<file path="src/rtl/rf_wb_arbiter_pkg.sv">
// Shared widths and payload type for the register-file writeback arbiter.
package rf_wb_arbiter_pkg;

  localparam int unsigned RF_ADDR_W = 5;
  localparam int unsigned RF_DATA_W = 32;
  localparam logic [RF_ADDR_W-1:0] RF_X0 = RF_ADDR_W'(0);

  typedef struct packed {
    logic [RF_ADDR_W-1:0] addr;
    logic [RF_DATA_W-1:0] data;
  } wb_req_t;

endpackage

</file>
<file path="src/rtl/rf_wb_slot.sv">
// One-entry writeback buffer: captures a request on load, empties on drain.
module rf_wb_slot
  import rf_wb_arbiter_pkg::*;
(
  input  logic    i_clk,
  input  logic    i_rst,
  input  logic    i_load,
  input  logic    i_drain,
  input  wb_req_t i_req,
  output logic    o_full,
  output wb_req_t o_req
);

  // Load wins over drain so a drained slot can refill in the same cycle.
  always_ff @(posedge i_clk or posedge i_rst) begin
    if (i_rst) begin
      o_full <= 1'b0;
      o_req  <= '0;
    end else if (i_load) begin
      o_full <= 1'b1;
      o_req  <= i_req;
    end else if (i_drain) begin
      o_full <= 1'b0;
    end
  end

endmodule

</file>
<file path="src/rtl/rf_wb_arbiter.sv">
// Arbitrates two writeback sources onto the single register-file write port.
module rf_wb_arbiter
  import rf_wb_arbiter_pkg::*;
#(
  parameter bit          RR_EN      = 1'b1,
  parameter int unsigned STARVE_MAX = 4
) (
  input  logic                 i_clk,
  input  logic                 i_rst,
  input  logic                 i_req0_valid,
  output logic                 o_req0_ready,
  input  logic [RF_ADDR_W-1:0] i_req0_waddr,
  input  logic [RF_DATA_W-1:0] i_req0_wdata,
  input  logic                 i_req1_valid,
  output logic                 o_req1_ready,
  input  logic [RF_ADDR_W-1:0] i_req1_waddr,
  input  logic [RF_DATA_W-1:0] i_req1_wdata,
  output logic                 o_rd_wen,
  output logic [RF_ADDR_W-1:0] o_rd_waddr,
  output logic [RF_DATA_W-1:0] o_rd_wdata,
  output logic                 o_busy
);

  localparam int unsigned STARVE_W = $clog2(STARVE_MAX + 1);
  localparam logic [STARVE_W-1:0] STARVE_LIM = STARVE_W'(STARVE_MAX);

  logic                slot0_full;
  logic                slot1_full;
  wb_req_t             slot0_req;
  wb_req_t             slot1_req;
  logic                gnt0_c;
  logic                gnt1_c;
  logic                load0_c;
  logic                load1_c;
  wb_req_t             sel_req_c;
  logic                last_gnt1;
  logic [STARVE_W-1:0] starve_cnt;

  assign o_req0_ready = ~slot0_full | gnt0_c;
  assign o_req1_ready = ~slot1_full | gnt1_c;
  assign load0_c      = i_req0_valid & o_req0_ready;
  assign load1_c      = i_req1_valid & o_req1_ready;

  rf_wb_slot u_slot0 (
    .i_clk   (i_clk),
    .i_rst   (i_rst),
    .i_load  (load0_c),
    .i_drain (gnt0_c),
    .i_req   ('{addr: i_req0_waddr, data: i_req0_wdata}),
    .o_full  (slot0_full),
    .o_req   (slot0_req)
  );

  rf_wb_slot u_slot1 (
    .i_clk   (i_clk),
    .i_rst   (i_rst),
    .i_load  (load1_c),
    .i_drain (gnt1_c),
    .i_req   ('{addr: i_req1_waddr, data: i_req1_wdata}),
    .o_full  (slot1_full),
    .o_req   (slot1_req)
  );

  // Grant depends only on slot state, keeping ready free of valid.
  always_comb begin
    gnt0_c = 1'b0;
    gnt1_c = 1'b0;
    if (slot0_full && slot1_full) begin
      if (RR_EN) begin
        gnt0_c = last_gnt1;
        gnt1_c = ~last_gnt1;
      end else if (starve_cnt == STARVE_LIM) begin
        gnt1_c = 1'b1;
      end else begin
        gnt0_c = 1'b1;
      end
    end else begin
      gnt0_c = slot0_full;
      gnt1_c = slot1_full;
    end
  end

  assign sel_req_c = gnt1_c ? slot1_req : slot0_req;

  // Registered write stage; x0 writes are drained without raising the enable.
  always_ff @(posedge i_clk or posedge i_rst) begin
    if (i_rst) begin
      o_rd_wen   <= 1'b0;
      o_rd_waddr <= '0;
      o_rd_wdata <= '0;
      last_gnt1  <= 1'b1;
    end else if (gnt0_c || gnt1_c) begin
      o_rd_wen   <= (sel_req_c.addr != RF_X0);
      o_rd_waddr <= sel_req_c.addr;
      o_rd_wdata <= sel_req_c.data;
      last_gnt1  <= gnt1_c;
    end else begin
      o_rd_wen   <= 1'b0;
    end
  end

  // Counts cycles req1 sits blocked behind req0 in fixed-priority mode.
  always_ff @(posedge i_clk or posedge i_rst) begin
    if (i_rst) begin
      starve_cnt <= '0;
    end else if (RR_EN || !slot1_full || gnt1_c) begin
      starve_cnt <= '0;
    end else if (starve_cnt != STARVE_LIM) begin
      starve_cnt <= starve_cnt + STARVE_W'(1);
    end
  end

  assign o_busy = slot0_full | slot1_full | o_rd_wen;

endmodule

</file>
<file path="config.mk">
export PLATFORM = sky130hd
export DESIGN_NAME = rf_wb_arbiter
export DESIGN_NICKNAME = d
export VERILOG_FILES = /design/src/rtl/rf_wb_arbiter_pkg.sv /design/src/rtl/rf_wb_slot.sv /design/src/rtl/rf_wb_arbiter.sv
export SDC_FILE = /design/constraint.sdc
export NUM_CORES = 1
export LEC_CHECK = 0
export CORE_MARGIN = 1.5
export CORE_UTILIZATION = 54
export DETAILED_ROUTE_END_ITERATION = 10
export DONT_BUFFER_PORTS = 1
export PLACE_DENSITY = 0.72
export SLEW_MARGIN = 20
export SYNTH_ARGS = -nofsm -noshare
export SYNTH_HDL_FRONTEND = slang
export SYNTH_SLANG_ARGS = --single-unit
export TNS_END_PERCENT = 20
</file>
<file path="constraint.sdc">
create_clock -name i_clk -period 3.3 [get_ports i_clk]
set_clock_uncertainty 0.05 [all_clocks]
set_input_delay 0.33 -clock i_clk [delete_from_list [all_inputs] [get_ports i_clk]]
set_output_delay 0.33 -clock i_clk [all_outputs]
set_load 0.01 [all_outputs]
</file>
==> metrics.md <==
| Metric | Value |
|---|---|
| Reg2reg end | `o_rd_wdata[2]$_DFFE_PP0P_` |
| Setup bufs post-CTS | `0` |
| Sequential Power Share | `0.463` |
| Fillers | `536` |
| Max VDD drop | `0.000480 V` |
| Largest net degree at the start of global routing | `47` |
| CP startpoint | `last_gnt1$_DFFE_PP1P_` |
| Post-CTS Hold Buffers | `77` |
| Worst-path maximum fanout | `17` |
| Crit end category | `register` |
| Fmax | `486 MHz` |
| Ys Warns | `0` |
| Routed len/inst | `20.0 um` |
| Layout cells sized above 1 | `0.263` |
| Crit path time final | `2.06 ns` |
| FP Rows | `33` |
| IO Port Bufs | `0` |
| TritonCTS clock tree | `yes` |
| Hold WC Path Type | `in -> async` |
| Setup TNS | `0 ns` |
| First-pass GRT wire length | `16.0 mm` |
| Area grow syn2layout | `30.3%` |
| WS Path Type | `reg -> reg` |
| Via count | `2871` |
| R2R setup slack | `1.24 ns` |
| First-pass DRT Iterations | `4` |
| Post-Layout Cell Count | `504` |
| Final net count | `465` |
| Residual DRC count | `0` |
| Mapped cell area | `4580 um2` |
| # diodes | `0` |
| Worst r2r src | `last_gnt1$_DFFE_PP1P_` |
| Setup violators final | `0` |
| Clk slew on worst S/H paths | `0.05 ns` |
| Switching Fraction | `0.294` |
| Number of max-cap violations | `0` |
| Worst Path Arrival | `2.45 ns` |
| Cells after Synth | `303` |
| Clock latency on the worst-skew pair | `0.50 ns` |
| Most frequent cells in the layout | `dfrtp_1, dlygate4sd3_1, mux2_2, a22o_1, a21o_1` |
| Fin crit share | `0.624` |
| Share of power burned in combinational logic | `0.205` |
| Leakage power | `2.70 nW` |
| Synth unique cells | `25` |
| Resized cells post-CTS | `0` |
| Critical Path RT | `3.69 ns` |
| Global placement routability congestion | `0.725` |
| Reg2reg path depth | `4` |
| Synth Register Bits | `115` |
| Psw | `1.50 mW` |
| DIE WIDTH | `95.1 um` |
| Power density cells | `855 nW/um2` |
| Drt total wl | `10.1 mm` |
| Vias/cell | `5.70` |
| Power Total | `5.11 mW` |
| Clock sinks | `115` |
| Core Region | `8220 um2` |
| Sequential cell area fraction in the yosys report | `0.628` |
| Post-Place Setup Slack | `1.24 ns` |
| Clock network fraction of total power | `0.332` |
| Num CTS Buffers | `17` |
| CP Launch Type | `register` |
| Setup slack after layout | `1.24 ns` |
| Max H-tree Level | `4` |
| Root buf cell | `clkbuf_8` |
| GRT Overall Usage | `0.244` |
| Internal power | `3.60 mW` |
| Slew HR | `0.459` |
| Worst-margin pin slew | `0.811 ns` |
| Iteration-0 DRC Markers | `129` |
| Die area | `9050 um2` |
| Status | `finished, final reports clean` |
| Initial Utilization | `0.558` |
| Post-DP HPWL | `5.62 mm` |
| GRT overflow | `0` |
| Hold Fails Final Rpt | `0` |
| Die height | `95.1 um` |
| Mapped Nets | `381` |
| CTS max path bufs | `2` |
| Commonest non-fill, non-tap cell in the layout | `dfrtp_1` |
| Vias in the first global route | `3183` |
| Hold Slack | `0.410 ns` |
| Initial antenna violation count | `0` |
| RSZ-0062 raised after global routing | `no` |
| Number of I/O pins | `119` |
| ANT nets after route | `0` |
| Inst Count DP | `396` |
| Pins Over Slew Limit | `0` |
| Synth Area per Inst | `15.1 um2` |
cells by family (layout without fill, tap and decap cells):
group	count (synthesis)	in the layout	synth area share
DFF	115	115	0.628
muxes	79	79	0.193
and+or+nand+nor	19	19	0.0237
buffers and inverters	18	114	0.0308
AOI/OAI and AO/OA	72	72	0.124
power by group through the flow:
stage               Sequential [mW]  Clock (mW)  Combinational (mW)
floorplan                      2.25           0               0.855
finish                         2.37        1.70                1.05
global placement               2.35           0               0.940
global route                   2.42        1.79                1.15
detailed placement             2.37           0               0.969
CTS                            2.36        1.72                1.05
worst max path at each step:
stage,end,cells past startpoint
final,o_rd_wdata[2]$_DFFE_PP0P_,4
after global routing,o_rd_wdata[11]$_DFFE_PP0P_,4
after CTS,o_rd_wdata[12]$_DFFE_PP0P_,4
after detailed placement,o_rd_wdata[12]$_DFFE_PP0P_,4
after global placement,o_rd_wdata[9]$_DFFE_PP0P_,4
after floorplan,o_rd_waddr[0]$_DFFE_PP0P_,1
Yosys cell counts, drive strengths merged:
library cell / instances / area, um2
nand3b: 1 / 7.51
a22o: 32 / 280
buf: 15 / 130
clkbuf: 2 / 7.51
mux2i: 4 / 40.0
nor2: 3 / 13.8
or3: 1 / 6.26
nor4: 2 / 12.5
a21o: 32 / 240
a21oi: 1 / 5.00
nand3: 1 / 5.00
a32oi: 1 / 8.76
a21boi: 1 / 11.3
dfstp: 1 / 26.3
dfrtp: 114 / 2850
mux2: 75 / 845
o21ai: 5 / 25.0
nand2: 8 / 45.0
inv: 1 / 3.75
nand2b: 3 / 18.8
state kept, by name, indices dropped and copies added, names as in the netlist:
name / flops
u_slot0.o_full: 1
o_rd_wdata: 32
u_slot0.o_req: 37
o_rd_waddr: 5
o_rd_wen: 1
u_slot1.o_full: 1
u_slot1.o_req: 37
last_gnt1: 1
metal layers:
layer | vias up | track usage | routed length, um
li1 | 1282 | - | -
met1 | 1469 | 0.298 | 4210
met2 | 102 | 0.400 | 5040
met3 | 18 | 0.0726 | 636
met4 | 0 | 0.111 | 199
met5 | - | 0 | 0
critical path, stage by stage (launching register included):
cell and delay, ns:
dfstp_2 0.59, a21boi_4 0.15, nor2_2 0.68, buf_4 0.37, a21o_1 0.15
area by class of cell:
cell class	count	area (um2)	share of cell area
flip-flops and latches	115	2880	0.482
multi-input cells	170	1580	0.264
repair buffers	82	821	0.137
clock buffers	28	515	0.0863
well taps	105	131	0.0220
clock inverters	3	42.5	0.00712
inverters	1	7.51	0.00126
metrics by stage:
| stage | instance area, um2 | util |
|---|---|---|
| floorplan | 4590 | - |
| global placement | 4650 | 0.566 |
| detailed placement | 4650 | 0.566 |
| CTS | 5980 | 0.727 |
| global route | 5980 | 0.727 |
| finish | 5980 | 0.727 |
Power figures use the tool's default switching activity.
